==> config.mk <==
export PLATFORM = sky130hd
export DESIGN_NAME = imem_program_loader
export DESIGN_NICKNAME = d
export VERILOG_FILES = /design/src/rtl/imem_program_loader.sv
export SDC_FILE = /design/constraint.sdc
export NUM_CORES = 1
export LEC_CHECK = 0
export CAP_MARGIN = 25
export CORE_ASPECT_RATIO = 1.4
export CORE_UTILIZATION = 39
export DETAILED_ROUTE_END_ITERATION = 7
export GPL_ROUTABILITY_DRIVEN = 0
export HOLD_SLACK_MARGIN = 0.08
export PLACE_DENSITY = 0.76
export SLEW_MARGIN = 10
export SYNTH_ARGS = -nofsm -noshare
export SYNTH_HDL_FRONTEND = slang
export SYNTH_SLANG_ARGS = --single-unit
export TNS_END_PERCENT = 50
==> constraint.sdc <==
create_clock -name clk -period 1.72 [get_ports clk]
set_input_delay 0.344 -clock clk [delete_from_list [all_inputs] [get_ports clk]]
set_output_delay 0.344 -clock clk [all_outputs]
set_load 0.05 [all_outputs]
==> src/rtl/imem_program_loader.sv <==
// imem_program_loader: packs instruction fields into 16-bit words and writes
// them sequentially into instruction memory from BASE_ADDR upward.
// Optional feature macro: IMEM_CHECKSUM_EN adds a running XOR `checksum` of
// every word written in the current session.
module imem_program_loader #(
  parameter int          ADDR_W    = 8,
  parameter int unsigned BASE_ADDR = 0
) (
  input  logic              clk,
  input  logic              rst,
  input  logic              start,
  input  logic              in_valid,
  output logic              in_ready,
  input  logic [2:0]        in_op,
  input  logic [2:0]        in_rs,
  input  logic [2:0]        in_rt,
  input  logic [2:0]        in_rd,
  input  logic [3:0]        in_funct,
  input  logic [6:0]        in_imm,
  input  logic [12:0]       in_jaddr,
  input  logic              in_last,
  output logic              imem_we,
  output logic [ADDR_W-1:0] imem_addr,
  output logic [15:0]       imem_wdata,
  output logic              busy,
  output logic              done,
  output logic              err,
  output logic [1:0]        err_code,
`ifdef IMEM_CHECKSUM_EN
  output logic [15:0]       checksum,
`endif
  output logic [ADDR_W:0]   word_count
);

  localparam logic [ADDR_W-1:0] BASE = ADDR_W'(BASE_ADDR);

  localparam logic [1:0] ERR_NONE     = 2'b00;
  localparam logic [1:0] ERR_ILLEGAL  = 2'b01;
  localparam logic [1:0] ERR_OVERFLOW = 2'b10;

  typedef enum logic [2:0] {
    S_IDLE,
    S_ACCEPT,
    S_WRITE,
    S_DONE,
    S_ERR
  } state_t;

  // Opcode map shared with the decoder; 101..111 have no encoding.
  function automatic logic is_legal(input logic [2:0] op);
    return (op <= 3'b100);
  endfunction

  function automatic logic [15:0] encode(
    input logic [2:0]  op,
    input logic [2:0]  rs,
    input logic [2:0]  rt,
    input logic [2:0]  rd,
    input logic [3:0]  funct,
    input logic [6:0]  imm,
    input logic [12:0] jaddr
  );
    logic [15:0] w;
    case (op)
      3'b000:  w = {op, rs, rt, rd, funct};
      3'b011:  w = {op, jaddr};
      default: w = {op, rs, rt, imm};
    endcase
    return w;
  endfunction

  state_t              state_q, state_d;
  logic [15:0]         word_p1_q, word_p1_d;
  logic                last_p1_q, last_p1_d;
  logic [ADDR_W-1:0]   addr_q, addr_d;
  logic [ADDR_W:0]     cnt_q, cnt_d;
  logic                done_q, done_d;
  logic                err_q, err_d;
  logic [1:0]          code_q, code_d;
  logic                we_q, we_d;
  logic                ready_q, ready_d;
  logic                busy_q, busy_d;
`ifdef IMEM_CHECKSUM_EN
  logic [15:0]         cks_q, cks_d;
`endif

  // Stage p0 -> p1: next-state, accepted word and session status
  always_comb begin
    state_d   = state_q;
    word_p1_d = word_p1_q;
    last_p1_d = last_p1_q;
    addr_d    = addr_q;
    cnt_d     = cnt_q;
    done_d    = done_q;
    err_d     = err_q;
    code_d    = code_q;
`ifdef IMEM_CHECKSUM_EN
    cks_d     = cks_q;
`endif
    case (state_q)
      S_IDLE, S_DONE, S_ERR: begin
        if (start) begin
          state_d = S_ACCEPT;
          addr_d  = BASE;
          cnt_d   = '0;
          done_d  = 1'b0;
          err_d   = 1'b0;
          code_d  = ERR_NONE;
`ifdef IMEM_CHECKSUM_EN
          cks_d   = '0;
`endif
        end
      end
      S_ACCEPT: begin
        if (in_valid) begin
          if (is_legal(in_op)) begin
            word_p1_d = encode(in_op, in_rs, in_rt, in_rd, in_funct, in_imm, in_jaddr);
            last_p1_d = in_last;
            state_d   = S_WRITE;
          end else begin
            err_d   = 1'b1;
            code_d  = ERR_ILLEGAL;
            state_d = S_ERR;
          end
        end
      end
      S_WRITE: begin
        cnt_d = cnt_q + (ADDR_W+1)'(1);
`ifdef IMEM_CHECKSUM_EN
        cks_d = cks_q ^ word_p1_q;
`endif
        if (last_p1_q) begin
          done_d  = 1'b1;
          state_d = S_DONE;
        end else if (addr_q == '1) begin
          // Address space exhausted: abort rather than wrap onto word 0.
          err_d   = 1'b1;
          code_d  = ERR_OVERFLOW;
          state_d = S_ERR;
        end else begin
          addr_d  = addr_q + ADDR_W'(1);
          state_d = S_ACCEPT;
        end
      end
      default: state_d = S_IDLE;
    endcase
    // Handshake/strobe outputs are registered from the state being entered.
    we_d    = (state_d == S_WRITE);
    ready_d = (state_d == S_ACCEPT);
    busy_d  = (state_d == S_ACCEPT) || (state_d == S_WRITE);
  end

  // Stage p1 register: FSM state and all registered outputs
  always_ff @(posedge clk) begin
    if (rst) begin
      state_q   <= S_IDLE;
      word_p1_q <= '0;
      last_p1_q <= 1'b0;
      addr_q    <= BASE;
      cnt_q     <= '0;
      done_q    <= 1'b0;
      err_q     <= 1'b0;
      code_q    <= ERR_NONE;
      we_q      <= 1'b0;
      ready_q   <= 1'b0;
      busy_q    <= 1'b0;
`ifdef IMEM_CHECKSUM_EN
      cks_q     <= '0;
`endif
    end else begin
      state_q   <= state_d;
      word_p1_q <= word_p1_d;
      last_p1_q <= last_p1_d;
      addr_q    <= addr_d;
      cnt_q     <= cnt_d;
      done_q    <= done_d;
      err_q     <= err_d;
      code_q    <= code_d;
      we_q      <= we_d;
      ready_q   <= ready_d;
      busy_q    <= busy_d;
`ifdef IMEM_CHECKSUM_EN
      cks_q     <= cks_d;
`endif
    end
  end

  // A reset arriving during WRITE must not let that cycle's strobe through.
  assign imem_we    = we_q & ~rst;
  assign in_ready   = ready_q;
  assign imem_addr  = addr_q;
  assign imem_wdata = word_p1_q;
  assign busy       = busy_q;
  assign done       = done_q;
  assign err        = err_q;
  assign err_code   = code_q;
  assign word_count = cnt_q;
`ifdef IMEM_CHECKSUM_EN
  assign checksum   = cks_q;
`endif

endmodule
==> impl_metrics.py, run 1 <==
metrics = {
    "status": {
        "outcome": "complete, no violations",
    },
    "route": {
        "drc_errors": 0,
        "avgRoutedWirePerCell_um": 13.86,
        "wl_mm": 5.849,
        "drt_iter0_markers": 108,
        "vias_per_cell": 5.391,
        "vias": 2275,
        "ant_nets": 0,
        "first_pass_iters": 4,
    },
    "critical_path": {
        "reg2reg_from": "state_q[0]",
        "arrival_ps": 1950,
        "critPathCapture": "word_count[8]",
        "cp.required_ps": 1950,
        "critPathMaxFanout": 9,
        "r2r_slack_ps": 1,
        "end_kind": "flop",
        "r2r-end": "word_count[8]",
        "critPathKind": "reg2reg",
        "cp-start-kind": "flop",
        "reg2reg_depth": 4,
        "cp-startpoint": "state_q[0]",
    },
    "pwr": {
        "pwr-share-seq_pct": 48.8,
        "switchingPower_w": 0.0005948,
        "power_frac_clock_pct": 31.1,
        "vdd_drop_max_mv": 0.4154,
        "p_int_w": 0.001577,
        "swShare_pct": 27.39,
        "p_per_area_mw_per_mm2": 656.2,
        "combPwrFrac_pct": 20.2,
        "p_leak_nw": 1.281,
    },
    "clocking": {
        "cts_tree": "yes",
        "cts_made_buffers": 5,
        "cts.sinks": 44,
        "clk_pin_slew_worst_paths_ps": 90,
        "root_buffer": "clkbuf_8",
        "clk_latency_ps": 290,
        "clockBufferDepth": 2,
        "htree_levels": 2,
    },
    "sta": {
        "tns_ps": 0,
        "max_slew_margin_pct": 73.95,
        "whs_ps": 456.2,
        "finalSetupViolCount": 0,
        "final-max-slew-violation-count": 0,
        "fmax_ghz": 0.5819,
        "finalCritPeriodShare_pct": 99.92,
        "finClkSkew_ps": 7.804,
        "fin_crit_ps": 1719,
        "tightestPinTransition_ps": 385.8,
        "hold_violations": 0,
        "rsz0062_at_grt": "true",
    },
    "synth": {
        "synth_area_mm2": 0.002095,
        "synth.distinct_cells": 46,
        "synth_area_per_cell_um2": 8.480,
        "syn-num-nets": 290,
        "synth_edf_count": 0,
        "synth_seq_cells": 44,
        "synthCells": 247,
        "yosysWarnings": 0,
        "synthFlopType": "dfxtp_1",
        "ys_seq_area_share_pct": 42.05,
        "synth_async_sr_flop_share_pct": 0,
    },
    "die": {
        "fp.dieH_um": 88.71,
        "core_mm2": 0.005159,
        "rows": 31,
        "fp.dieW_um": 63.94,
        "initial_core_util_pct": 40.60,
        "ios": 81,
        "die_area_mm2": 0.005672,
    },
    "grt": {
        "track_usage_pct": 20.99,
        "grt-ovfl-total": 0,
        "grt_pass1_vias": 2126,
        "grt_max_degree": 30,
        "grt_pass1_wl_mm": 9.266,
        "antenna_found_initial": 0,
    },
    "cells_and_area": {
        "instances_no_fill": 422,
        "diodes": 0,
        "final_layout_size_suffix_gt1_share_pct": 33.15,
        "syn_to_final_growth_pct": 58.00,
        "fin_nets": 398,
    },
    "place": {
        "dp_cells": 412,
        "dp_hpwl_mm": 4.369,
        "portBuffers": 80,
    },
    "run": {
        "max_cap_violations": 0,
    },
    "min_path": {
        "hold_path.class": "reg2reg",
    },
}
worst min path at each step:
stage                              start             end  depth (start not counted)
final                      imem_wdata[1]   imem_wdata[1]                          2
after global routing      imem_wdata[14]  imem_wdata[14]                          2
after CTS                  imem_wdata[0]   imem_wdata[0]                          2
after global placement     imem_wdata[5]   imem_wdata[5]                          2
after floorplan                last_p1_q       last_p1_q                          2
after detailed placement   imem_wdata[4]   imem_wdata[4]                          2
cell type report:
cell class              count  area (um^2)
fillers                   453         1849
multi-input cells         180         1185
repair buffers            117         1018
flip-flops and latches     44        904.6
clock buffers               6        82.58
well taps                  66        82.58
inverters                   7        26.28
clock inverters             2        10.01
layout by cell type, fill, tap and decap left out, drive strengths merged, types with 8 or more instances in the layout:
cell / synthesis / final
o21ai: 10 / 10
a21oi: 31 / 31
nand2: 22 / 22
nand3: 8 / 8
buf: 4 / 77
dfxtp: 44 / 44
nor2: 20 / 20
or4: 8 / 8
clkdlybuf4s50: 0 / 39
synth_stat cells (2+ instances only):
master | count | area share [%]
inv_1 | 7 | 1.3
o21ai_0 | 10 | 2.4
a21oi_1 | 31 | 7.4
dfxtp_1 | 44 | 42
or4_1 | 8 | 2.9
mux2i_1 | 6 | 2.9
nand3b_1 | 2 | 0.72
o221ai_1 | 7 | 2.9
nand2_1 | 22 | 3.9
nand2b_1 | 4 | 1.2
a31oi_1 | 4 | 1.2
nor3_1 | 2 | 0.48
ha_1 | 2 | 1.2
nand4_1 | 2 | 0.60
nor2b_1 | 3 | 0.90
buf_2 | 3 | 0.72
nand3_1 | 8 | 1.9
o21bai_1 | 2 | 0.72
a311oi_1 | 2 | 0.84
o31a_1 | 2 | 0.84
or2_2 | 3 | 0.90
o31ai_1 | 4 | 1.4
nor2_1 | 20 | 3.6
nor3b_2 | 2 | 1.2
or4b_1 | 2 | 0.96
a211oi_1 | 7 | 2.5
o22a_1 | 7 | 2.9
clkbuf_1 | 12 | 2.2
or3_1 | 2 | 0.60
critical path: stages (launching register included):
cell,delay [ps]
dfxtp_4,380
or3b_4,390
or4_4,520
or2_1,220
a21oi_1,140
flip-flops by register name, indices dropped and copies added, names as in the netlist:
signal / count
busy: 1
done: 1
err: 1
err_code: 2
imem_addr: 8
imem_wdata: 16
in_ready: 1
last_p1_q: 1
state_q: 3
we_q: 1
word_count: 9
what timing repair did:
action,CTS,global route
gates resized for setup,6,11
endpoints found under the setup margin,9,8
buffers inserted,0,1
gates cloned,0,1
hold buffers,0,0
pin swaps,0,6
power by group through the flow:
stage               combinational [W]  sequential, W  clock, W
finish                       0.000438        0.00106  0.000675
global route                 0.000470        0.00106  0.000737
CTS                          0.000437        0.00106  0.000701
detailed placement           0.000435        0.00108         0
global placement             0.000430        0.00108         0
floorplan                    0.000140        0.00115         0
per-layer routing:
layer	vias up	part of all wire, %	routed length (um)	global-route usage, %
met5	-	0	0	0
met4	0	2.1	121	10.54
met3	7	5.4	313	5.284
met2	78	53	3120	39.56
met1	1050	39	2294	21.30
li1	1140	-	-	-
metrics by stage:
stage                     setup WS (ps)  power, W  cell area, um^2  util (%)
final                             1.441  0.002172             3309     64.15
after CTS                         3.425  0.002198             3261     63.21
after global routing             -31.78  0.002270             3309     64.15
after detailed placement         -368.3  0.001518             3158     61.22
after global placement           -320.5  0.001512             3158     61.22
after floorplan                  -39.28  0.001292             2141         -
kinds of logic (layout without fill, tap and decap cells):
group / count (synthesis) / count (layout) / synth area share [%]
compound gates: 86 / 86 / 27.42
simple gates: 86 / 86 / 22.16
flops: 44 / 44 / 42.05
buf+inv: 23 / 132 / 4.301
mux: 6 / 6 / 2.867
fa+ha+maj: 2 / 2 / 1.195
Power figures use the tool's default switching activity.
==> run 2: changes to the inputs <==
--- a/config.mk
+++ b/config.mk
@@ -9,9 +9,10 @@
 export CORE_ASPECT_RATIO = 1.4
 export CORE_UTILIZATION = 39
 export DETAILED_ROUTE_END_ITERATION = 7
-export GPL_ROUTABILITY_DRIVEN = 0
+export GPL_ROUTABILITY_DRIVEN = 1
 export HOLD_SLACK_MARGIN = 0.08
 export PLACE_DENSITY = 0.76
+export SETUP_SLACK_MARGIN = 0.3
 export SLEW_MARGIN = 10
 export SYNTH_ARGS = -nofsm -noshare
 export SYNTH_HDL_FRONTEND = slang
==> impl_metrics.py, run 2 (synthesis results as in run 1) <==
metrics = {
    "pwr": {
        "vdd_drop_max_mv": 0.4088,
        "p_total_w": 0.002170,
        "p_leak_nw": 1.346,
        "p_per_area_mw_per_mm2": 626.8,
    },
    "sta": {
        "final-max-slew-violation-count": 0,
        "finalSetupViolCount": 0,
        "max_slew_margin_pct": 77.89,
        "whs_ps": 458.7,
        "tightestPinTransition_ps": 331.6,
        "fin_crit_ps": 1687,
        "finClkSkew_ps": 8.342,
        "setup_ws_ps": 32.63,
        "fmax_ghz": 0.5926,
        "tns_ps": 0,
        "finalCritPeriodShare_pct": 98.10,
        "rsz0062_at_grt": "true",
        "hold_violations": 0,
    },
    "clocking": {
        "cts_tree": "yes",
        "holdBufCountCts": 0,
        "clk_pin_slew_worst_paths_ps": 80,
        "root_buffer": "clkbuf_8",
        "clockBufferDepth": 2,
        "htree_levels": 2,
        "cts_made_buffers": 5,
        "clk_latency_ps": 300,
        "cts.sinks": 44,
    },
    "critical_path": {
        "crit_slowest_cell": "dfxtp_2",
        "cp.required_ps": 1930,
        "critPathKind": "reg2reg",
        "cpPeakStageDelay_ps": 350,
        "reg2reg_from": "state_q[0]",
        "reg2reg_depth": 9,
        "r2r_slack_ps": 30,
        "critPathMaxFanout": 6,
        "end_kind": "flop",
        "crit_top_cell": "buf_4",
        "cp-start-kind": "flop",
        "path_cells": "buf_4, buf_4, and4bb_2, buf_4, buf_6, nand2_2, buf_6, nand2_1, a21oi_1",
        "r2r-end": "imem_wdata[1]",
        "arrival_ps": 1900,
    },
    "grt": {
        "grt_pass1_wl_mm": 9.680,
        "grt_pass1_vias": 2132,
        "antenna_found_initial": 0,
        "track_usage_pct": 21.68,
        "grt-ovfl-total": 0,
        "grt_max_degree": 18,
    },
    "cells_and_area": {
        "mostFrequentLayoutCells": "buf_4, clkdlybuf4s50_1, a21oi_1",
        "postLayoutCellArea_mm2": 0.003462,
        "nFillCells": 435,
        "final_layout_size_suffix_gt1_share_pct": 38.42,
        "final_common_cell": "buf_4",
        "diodes": 0,
        "fin_nets": 409,
        "syn_to_final_growth_pct": 65.29,
        "largest_reg_flops": 16,
        "seqCellArea_um2": 910.9,
        "multi_input_area_mm2": 0.001226,
    },
    "min_path": {
        "min_path_cells": 2,
        "hold_path.class": "reg2reg",
        "worstHoldStart": "imem_wdata[6]",
        "hold_end": "imem_wdata[6]",
    },
    "route": {
        "avgRoutedWirePerCell_um": 14.60,
        "vias": 2311,
        "wl_mm": 6.321,
        "drc_errors": 0,
        "first_pass_iters": 4,
        "drt_iter0_markers": 103,
        "ant_nets": 0,
        "vias_per_cell": 5.337,
    },
    "status": {
        "outcome": "complete, no violations",
    },
    "die": {
        "rows": 31,
        "initial_core_util_pct": 40.60,
        "die_area_mm2": 0.005672,
        "ios": 81,
        "fp.dieH_um": 88.71,
        "fp.dieW_um": 63.94,
        "core_mm2": 0.005159,
    },
    "place": {
        "place_congestion": 0.8150,
        "place_area_mm2": 0.003154,
        "dp_hpwl_mm": 4.322,
        "dp_slack_ps": -338.7,
        "portBuffers": 80,
    },
    "run": {
        "max_cap_violations": 0,
    },
}
==> run 2: cell count changes in the layout (fill, tap and decap cells not counted), sizes merged <==
cell / before / now
buf: 77 / 87
bufbuf: 0 / 1
clkdlybuf4s50: 39 / 38
clkinv: 2 / 1
clkinvlp: 0 / 1
dlygate4sd2: 1 / 2
==> run 2: worst max-delay path by stage <==
stage	startpoint	end	slack, ps	cells past startpoint
after floorplan	state_q[0]	word_count[8]	20	5
after global placement	start	imem_addr[6]	-290	6
after detailed placement	start	imem_addr[6]	-340	6
after CTS	state_q[1]	word_count[8]	60	4
after global routing	state_q[0]	imem_wdata[1]	-10	9
final	state_q[0]	imem_wdata[1]	30	9
==> run 2: per-stage QoR <==
| stage | util, % | std cells |
|---|---|---|
| 2_1_floorplan | - | 247 |
| 3_3_place_gp | 61.14 | 412 |
| 3_5_place_dp | 61.14 | 412 |
| 4_1_cts | 65.80 | 428 |
| 5_1_grt | 67.11 | 433 |
| 6_report | 67.11 | 433 |
==> run 2: report_power, final <==
part | switching (W) | internal (W)
Combinational | 0.000239 | 0.000237
Clock | 0.000354 | 0.000284
Sequential | 0.0000153 | 0.00104
Total | 0.000608 | 0.00156
==> run 2: per-layer routing <==
layer | wire length, um | GRT usage (%)
met1 | 2521 | 23.78
met2 | 3454 | 41.68
met3 | 264 | 3.866
met4 | 81 | 7.025
met5 | 0 | 0
==> run 2: critical path, delay by kind of cell, from the launching register on <==
kind / cells / cell delay [ps]
buffers and inverters: 5 / 670
AND/OR/NAND/NOR: 3 / 410
AO/OA/AOI/OAI: 1 / 180
flip-flops: 1 / 350
==> run 2: what timing repair did <==
| action | in CTS | in global routing |
|---|---|---|
| pin swaps | 8 | 8 |
| gates resized for setup | 23 | 10 |
| endpoints found under the setup margin | 39 | 43 |
| setup buffers | 6 | 4 |
| gates cloned | 2 | 1 |
==> run 2: final cells by class <==
| class | count | share of cell area (%) |
|---|---|---|
| Multi-Input combinational cell | 180 | 35.42 |
| Clock buffer | 6 | 2.096 |
| Inverter | 7 | 0.7589 |
| Clock inverter | 2 | 0.3614 |
| Tap cell | 66 | 2.385 |
| Timing Repair Buffer | 128 | 32.67 |
| Sequential cell | 44 | 26.31 |
==> run 3: changes to the inputs <==
--- a/config.mk
+++ b/config.mk
@@ -6,7 +6,7 @@
 export NUM_CORES = 1
 export LEC_CHECK = 0
 export CAP_MARGIN = 25
-export CORE_ASPECT_RATIO = 1.4
+export CORE_ASPECT_RATIO = 0.9
 export CORE_UTILIZATION = 39
 export DETAILED_ROUTE_END_ITERATION = 7
 export GPL_ROUTABILITY_DRIVEN = 1
==> impl_metrics.py, run 3 (synthesis results as in run 1) <==
metrics = {
    "die": {
        "ios": 81,
        "initial_core_util_pct": 41.77,
        "rows": 24,
        "fp.dieW_um": 79.25,
        "die_area_mm2": 0.005668,
        "fp.dieH_um": 71.53,
        "core_mm2": 0.005015,
    },
    "grt": {
        "grt-ovfl-total": 0,
        "grt_max_degree": 22,
        "track_usage_pct": 22.71,
        "antenna_found_initial": 0,
        "grt_pass1_wl_mm": 10.16,
        "grt_pass1_vias": 2271,
    },
    "pwr": {
        "p_int_w": 0.001631,
        "swShare_pct": 29.42,
        "pwr-share-seq_pct": 45.8,
        "switchingPower_w": 0.0006797,
        "vdd_drop_max_mv": 0.3818,
        "p_leak_nw": 1.477,
        "power_frac_clock_pct": 30.4,
        "p_per_area_mw_per_mm2": 603.3,
        "p_total_w": 0.002311,
        "combPwrFrac_pct": 23.8,
    },
    "place": {
        "place_congestion": 0.8025,
        "portBuffers": 80,
        "dp_hpwl_mm": 4.367,
    },
    "cells_and_area": {
        "largest_reg_flops": 16,
        "mostFrequentLayoutCells": "buf_4, clkdlybuf4s50_1, a21oi_1, dfxtp_1, nand2_1",
        "diodes": 0,
        "final_common_cell": "buf_4",
        "final_layout_size_suffix_gt1_share_pct": 47.59,
        "fin_nets": 416,
        "syn_to_final_growth_pct": 82.86,
    },
    "critical_path": {
        "end_kind": "flop",
        "arrival_ps": 1960,
        "cp-start-kind": "input port",
        "critPathKind": "in2reg",
        "cp.required_ps": 1950,
        "cpPeakStageDelay_ps": 500,
        "path_cells": "dlygate4sd2_1, nor3b_2, a31oi_2, buf_4, or4_4, a21oi_1",
        "crit_slowest_cell": "or4_4",
        "critPathMaxFanout": 7,
    },
    "clocking": {
        "clk_latency_ps": 310,
        "cts_made_buffers": 5,
        "htree_levels": 2,
        "cts.sinks": 44,
        "holdBufCountCts": 0,
        "root_buffer": "clkbuf_8",
        "cts_tree": "yes",
        "clk_pin_slew_worst_paths_ps": 90,
        "clockBufferDepth": 2,
    },
    "sta": {
        "fin_crit_ps": 1725,
        "hold_violations": 0,
        "whs_ps": 411.0,
        "finalCritPeriodShare_pct": 100.3,
        "finalSetupViolCount": 1,
        "tns_ps": -5.397,
        "finClkSkew_ps": 11.73,
        "max_slew_margin_pct": 78.52,
        "fmax_ghz": 0.5796,
        "final-max-slew-violation-count": 0,
        "rsz0062_at_grt": "true",
        "tightestPinTransition_ps": 318.8,
        "setup_ws_ps": -5.397,
    },
    "status": {
        "violations": "setup timing",
        "outcome": "complete, but fails checks",
    },
    "route": {
        "first_pass_iters": 4,
        "drc_errors": 0,
        "vias": 2469,
        "wl_mm": 6.978,
        "avgRoutedWirePerCell_um": 15.90,
        "drt_iter0_markers": 118,
        "vias_per_cell": 5.624,
        "ant_nets": 0,
    },
    "run": {
        "max_cap_violations": 0,
    },
    "min_path": {
        "hold_path.class": "in2reg",
    },
}
[run 3: cell count changes in the layout (fill, tap and decap cells not counted), moves of 4 or more]
cell | before | now
nor2_1 | 20 | 13
nor2_4 | 0 | 5
buf_6 | 8 | 14
a211oi_1 | 7 | 1
clkdlybuf4s50_1 | 38 | 34
a211oi_2 | 0 | 6
dlymetal6s2s_1 | 0 | 4
[run 3: final cells by class]
type                       instances  area (um^2)
inverter                           7        26.28
tap                               65        81.33
fill                             344         1185
timing repair buffer             135         1234
sequential                        44        918.4
multi-input combinational        180         1480
clock buffer                       8        90.09
[run 3: power by group through the flow]
stage	Sequential [W]	Clock (W)	Combinational, W
3_3_place_gp	0.00108	0	0.000440
2_1_floorplan	0.00115	0	0.000146
4_1_cts	0.00106	0.000692	0.000466
3_5_place_dp	0.00108	0	0.000445
6_report	0.00106	0.000703	0.000549
5_1_grt	0.00106	0.000744	0.000580
[run 3: path summary, 6_finish.rpt]
check | end | start | slack [ps] | cells past startpoint
worst max register to register | imem_addr[4] | imem_addr[1] | 0 | 7
worst max-delay path | imem_addr[4] | start | -5 | 6
worst min register to register | imem_wdata[14] | imem_wdata[14] | 460 | 2
worst min-delay path | imem_wdata[13] | in_op[0] | 410 | 3
[run 3: metrics by stage]
stage	utilization (%)	instance area (um^2)	setup WS [ps]	instances
2_1_floorplan	-	2183	23.73	247
3_3_place_gp	63.42	3181	-425.4	413
3_5_place_dp	63.42	3181	-462.7	413
4_1_cts	68.44	3432	53.80	435
5_1_grt	76.37	3830	-61.80	439
6_report	76.37	3830	-5.397	439
[run 3: metal layers]
metal	track usage [%]	vias to the layer above	wire length, um
li1	-	1185	-
met1	27.66	1166	2891
met2	37.55	101	3443
met3	7.389	17	500
met4	8.081	0	142
met5	0	-	0
[run 3: critical path: cells and delay by family]
| kind | cells | cell delay [ps] |
|---|---|---|
| and+or+nand+nor | 2 | 800 |
| AOI/OAI and AO/OA | 2 | 290 |
| buffers and inverters | 2 | 520 |
[run 3: timing repair]
item	CTS	global route
pin swaps	13	32
endpoints found under the setup margin	39	41
setup buffers	14	2
gates cloned	0	2
resized for setup	19	71
